===== config.mk =====
export PLATFORM = sky130hd
export DESIGN_NAME = toggle_seq_ctrl
export DESIGN_NICKNAME = d
export VERILOG_FILES = /design/src/rtl/toggle_seq_pkg.sv /design/src/rtl/toggle_seq_ctrl_t_ff_bank.sv /design/src/rtl/toggle_seq_ctrl.sv
export SDC_FILE = /design/constraint.sdc
export NUM_CORES = 1
export LEC_CHECK = 0
export BUFFER_PORTS_ARGS = -buffer_cell sky130_fd_sc_hd__buf_2
export CAP_MARGIN = 10
export CELL_PAD_IN_SITES_DETAIL_PLACEMENT = 0
export CELL_PAD_IN_SITES_GLOBAL_PLACEMENT = 2
export CORE_AREA = 2 2 80 82
export DETAILED_ROUTE_END_ITERATION = 16
export DIE_AREA = 0 0 82 84
export GPL_ROUTABILITY_DRIVEN = 0
export PLACE_DENSITY = 0.78
export SETUP_SLACK_MARGIN = 0.5
export SYNTH_ARGS = -nofsm -noshare
export SYNTH_HDL_FRONTEND = slang
export SYNTH_HIERARCHICAL = 1
export SYNTH_SLANG_ARGS = --single-unit

===== constraint.sdc =====
create_clock -name clk -period 1.8 [get_ports clk]
set_input_delay 0.09 -clock clk [delete_from_list [all_inputs] [get_ports clk]]
set_output_delay 0.09 -clock clk [all_outputs]
set_load 0.02 [all_outputs]

===== src/rtl/toggle_seq_pkg.sv =====
// toggle_seq_pkg: command opcodes and FSM state encoding for toggle_seq_ctrl.
package toggle_seq_pkg;
    localparam logic [1:0] OP_NOP  = 2'b00;
    localparam logic [1:0] OP_UP   = 2'b01;
    localparam logic [1:0] OP_DOWN = 2'b10;
    localparam logic [1:0] OP_LOAD = 2'b11;
    localparam logic ST_IDLE = 1'b0;
    localparam logic ST_RUN  = 1'b1;
endpackage


===== src/rtl/toggle_seq_ctrl_t_ff_bank.sv =====
// t_ff_bank: WIDTH T flip-flops with asynchronous clear; each bit flips when its toggle is set.
module t_ff_bank #(
    parameter int WIDTH = 8
) (
    input  logic             clk,
    input  logic             rst_n,
    input  logic [WIDTH-1:0] toggle,
    output logic [WIDTH-1:0] q
);
    always_ff @(posedge clk or negedge rst_n)
        if (!rst_n) q <= '0;
        else        q <= q ^ toggle;
endmodule


===== src/rtl/toggle_seq_ctrl.sv =====
// toggle_seq_ctrl: sequences NOP/UP/DOWN/LOAD commands into per-cycle toggle vectors for a T-FF bank.
// Define TOGGLE_SEQ_SATURATE_EN to hold q at the boundary instead of wrapping modulo 2^WIDTH.
module toggle_seq_ctrl
    import toggle_seq_pkg::*;
#(
    parameter int WIDTH = 8,
    parameter int LEN_W = 8
) (
    input  logic             clk,
    input  logic             rst_n,
    input  logic             cmd_valid,
    output logic             cmd_ready,
    input  logic [1:0]       cmd_op,
    input  logic [WIDTH-1:0] cmd_data,
    input  logic [LEN_W-1:0] cmd_len,
    output logic             busy,
    output logic [WIDTH-1:0] toggle,
    output logic [WIDTH-1:0] q,
    output logic             done,
    output logic             wrap
);
    logic             st;
    logic [1:0]       op;
    logic [WIDTH-1:0] data, up_t, dn_t, step_t;
    logic [LEN_W-1:0] cnt;
    logic             live, last, bound;

    assign cmd_ready = st == ST_IDLE;
    assign busy      = st == ST_RUN;
    assign live      = cnt != '0;
    assign last      = cnt <= LEN_W'(1);
    assign bound     = (op == OP_UP && &q) || (op == OP_DOWN && ~|q);

    // carry/borrow chains of a binary counter expressed as T-FF toggles
    assign up_t[0] = 1'b1;
    assign dn_t[0] = 1'b1;
    for (genvar i = 1; i < WIDTH; i++) begin : g_chain
        assign up_t[i] = &q[i-1:0];
        assign dn_t[i] = ~|q[i-1:0];
    end

    always_comb
        step_t = op == OP_LOAD ? q ^ data :
                 op == OP_UP   ? up_t     :
                 op == OP_DOWN ? dn_t     : '0;

`ifdef TOGGLE_SEQ_SATURATE_EN
    assign toggle = busy && live && !bound ? step_t : '0;
`else
    assign toggle = busy && live ? step_t : '0;
`endif

    always_ff @(posedge clk or negedge rst_n)
        if (!rst_n) begin
            st   <= ST_IDLE;
            op   <= OP_NOP;
            data <= '0;
            cnt  <= '0;
            done <= 1'b0;
            wrap <= 1'b0;
        end else begin
            done <= busy && last;
            wrap <= busy && live && bound;
            if (cmd_ready && cmd_valid) begin
                st   <= ST_RUN;
                op   <= cmd_op;
                data <= cmd_data;
                // NOP/LOAD take exactly one step regardless of cmd_len
                cnt  <= (cmd_op == OP_UP || cmd_op == OP_DOWN) ? cmd_len : LEN_W'(1);
            end else if (busy) begin
                st  <= last ? ST_IDLE : ST_RUN;
                cnt <= live ? cnt - LEN_W'(1) : cnt;
            end
        end

    t_ff_bank #(.WIDTH(WIDTH)) u_bank (
        .clk    (clk),
        .rst_n  (rst_n),
        .toggle (toggle),
        .q      (q)
    );
endmodule


==> results.py <==
metrics = {
    "timing": {
        "tightest_slew_ns": 0.6698,
        "slew_headroom_pct": 55.35,
        "finalHoldViolCount": 0,
        "period_share_pct": 119.2,
        "worst_slack_ns": -0.3464,
        "clock_skew_ns": 0.01221,
        "rsz0062_at_grt": "yes",
        "final.min_clock_period_ns": 2.146,
        "slew_violations": 0,
        "setup_viol": 13,
        "max_freq_mhz": 465.9,
    },
    "floorplanning": {
        "die_area_sq_um": 6888,
        "initial_utilization_pct": 27.11,
        "std_cell_rows": 29,
        "die_x_um": 82,
        "io_pins": 41,
        "core_area_sq_um": 6096,
        "die_h_um": 84,
    },
    "worst_setup_path": {
        "ff2ff_setup_slack_ns": -0.17,
        "reg2reg_depth": 9,
        "arrival_ns": 2.06,
        "crit_path_end": "toggle[3]",
        "critPathRequiredTime_ns": 1.71,
        "path_class": "flip-flop to output port",
        "r2r-start": "op[1]",
        "path_max_fanout": 3,
        "r2r_end": "u_bank/q[6]",
        "start_kind": "flip-flop",
        "end_kind": "output port",
        "crit_start": "op[0]",
    },
    "synth": {
        "synth_area_sq_um": 1653,
        "synth_compound_area_share_pct": 13.40,
        "synth_xor_area_share_pct": 10.07,
        "synth.largest_area_cell": "dfrtp_1",
        "async_reset_ff_share_pct": 100.0,
        "syn_nets": 209,
        "syn_avg_cell_area_sq_um": 9.082,
        "synth_mux_area_share_pct": 0.6056,
        "synth_simple_gate_area_share_pct": 24.45,
        "syn_inst": 182,
        "synth_edf_count": 0,
        "yosysWarnings": 6,
        "synth_top_flop_cell": "dfrtp_1",
        "synth_cell_type_count": 40,
        "seq_area_frac_synth_pct": 43.91,
        "synthAdderAreaFrac_pct": 4.542,
        "synth_top_family_by_area": "simple AND/OR/NAND/NOR gates",
        "synth_area_leaders": "dfrtp_1 (44%), nand2_1 (7.9%), xor2_1 (6.4%)",
        "ys_seq_elements": 29,
        "yosysTopAreaCellShare_pct": 43.91,
    },
    "power": {
        "p_leak_nw": 1.297,
        "comb_power_share_pct": 67.6,
        "switchingPower_w": 0.002578,
        "irDropWorstVdd_v": 0.0008396,
        "internal_power_w": 0.003206,
        "power_frac_seq_pct": 23.0,
        "switching_share_pct": 44.57,
        "power.density_nw_per_um2": 2002,
        "power.share.clock_pct": 9.4,
    },
    "placed_design": {
        "place_hpwl_um": 3248,
        "numPortBuffers": 40,
        "pre_cts_ws_ns": -0.08698,
        "dp_cells": 309,
    },
    "hold_path": {
        "hp-class": "input port to flip-flop",
    },
    "clock_tree": {
        "clock_path_buffers": 2,
        "clk_latency_ns": 0.29,
        "path_clk_slew_ns": 0.08,
        "cts_tree": "built",
        "cts-buffers-inserted": 5,
        "cts-htree-levels": 2,
        "cts_root_buffer": "clkbuf_8",
        "cts_sinks": 29,
    },
    "route": {
        "viasPerCell": 4.811,
        "drtIter0Drc": 51,
        "wire_per_inst_um": 14.23,
        "drc": 0,
        "antenna_left": 0,
        "drt_wl_total_um": 5050,
        "vias": 1708,
        "drtPass1Iterations": 4,
    },
    "cells_and_area": {
        "instances_no_fill": 355,
        "multi_input_area_sq_um": 1242,
        "fin_util_pct": 47.39,
        "synthToLayoutAreaGrowth_pct": 74.79,
        "nets": 304,
        "num_antenna_cells": 0,
        "drive_gt1_share_pct": 55.04,
        "layout_common_cells": "buf_4 (42), buf_2 (32), nand2_1 (31), dfrtp_1 (25), buf_6 (15)",
        "n_fill_cell": 605,
        "seqCellArea_sq_um": 730.7,
        "final_common_cell": "buf_4",
    },
    "grt": {
        "track_usage_pct": 15.47,
        "grt_overflow_total": 0,
        "grt_pass1_vias": 1744,
        "antenna_found_initial": 0,
        "grt_pass1_wl_um": 8169,
        "grt_max_degree": 30,
    },
    "flow_run": {
        "maxCapViolations": 0,
    },
    "outcome": {
        "violations": "negative setup slack",
        "status": "finished with violations",
    },
}
[cells by family after synthesis]
kind of cell,Yosys count
and+or+nand+nor,81
AOI/OAI and AO/OA,33
DFF,29
xor gates and xnor gates,19
buffers and inverters,13
adders and majority gates,6
muxes,1
[cell usage after synthesis, types with 2 or more instances]
library cell	count
and3_1	2
xnor2_1	7
a21oi_1	11
dfrtp_1	29
a221o_1	2
a211oi_1	5
ha_1	6
nor3_1	7
inv_1	5
nor4_2	2
o21ai_0	5
nor2b_1	2
and4_1	2
clkbuf_1	7
nor2_1	18
a221oi_1	2
nand2_1	35
a31oi_1	2
xor2_1	12
[power by group through the flow]
stage / Combinational [W] / Clock (W) / Sequential [W]
2_1_floorplan: 0.00180 / 0 / 0.00145
3_3_place_gp: 0.00269 / 0 / 0.00134
3_5_place_dp: 0.00273 / 0 / 0.00135
4_1_cts: 0.00363 / 0.000559 / 0.00133
5_1_grt: 0.00426 / 0.000598 / 0.00138
6_report: 0.00391 / 0.000542 / 0.00133
[per-stage QoR]
stage | setup TNS (ns) | power [W] | hold slack (ns) | area [sq um]
final | -2.408 | 0.005784 | 0.01112 | 2889
after global placement | -0.1229 | 0.004036 | 0.1755 | 2206
after detailed placement | -0.2750 | 0.004074 | 0.1786 | 2206
after global routing | -3.870 | 0.006243 | 0.01660 | 2889
after CTS | -2.178 | 0.005512 | 0.008606 | 2753
after floorplan | -0.2376 | 0.003250 | -0.2056 | 1844
[critical path, cell delays in order (launching register included)]
cell and delay [ns]:
dfrtp_1 0.42, inv_2 0.10, ha_4 0.12, or4b_4 0.47, buf_4 0.15, nor2_2 0.07
nor3_1 0.06, a211oi_2 0.21, buf_4 0.19
[state kept, by name (all words and copies together), names as in the netlist]
register	count
wrap	1
u_bank/q	8
done	1
op	2
data	8
cnt	8
busy	1
[layer usage]
| layer | global-route usage, % | routed length, um | vias up |
|---|---|---|---|
| met5 | 0 | 0 | - |
| li1 | - | - | 822 |
| met2 | 26.68 | 2701 | 38 |
| met4 | 4.091 | 76 | 0 |
| met1 | 18.24 | 2091 | 842 |
| met3 | 4.762 | 181 | 6 |
[worst min path at each step]
| stage | startpoint | end | slack (ns) | cells after the start |
|---|---|---|---|---|
| 2_1_floorplan | rst_n | busy | -0.21 | 0 |
| 3_3_place_gp | rst_n | u_bank/q[1] | 0.18 | 1 |
| 3_5_place_dp | rst_n | u_bank/q[7] | 0.18 | 1 |
| 4_1_cts | cmd_data[7] | data[7] | 0.009 | 3 |
| 5_1_grt | cmd_data[7] | data[7] | 0.02 | 3 |
| 6_report | cmd_data[7] | data[7] | 0.01 | 3 |
[area by class of cell]
type	instances	share of cell area, %
clock inverters	3	0.6063
well taps	77	3.335
flip-flops and latches	29	25.29
multi-input cells	140	43.01
inverters	5	0.6496
repair buffers	96	24.73
clock buffers	5	2.382
[what timing repair did]
action | in CTS | in global routing
setup buffers | 22 | 9
hold buffers | 7 | 0
hold endpoints to repair | 35 | 0
setup endpoints to repair | 27 | 26
pin swaps | 18 | 10
resized for setup | 50 | 17
Power figures use the tool's default switching activity.
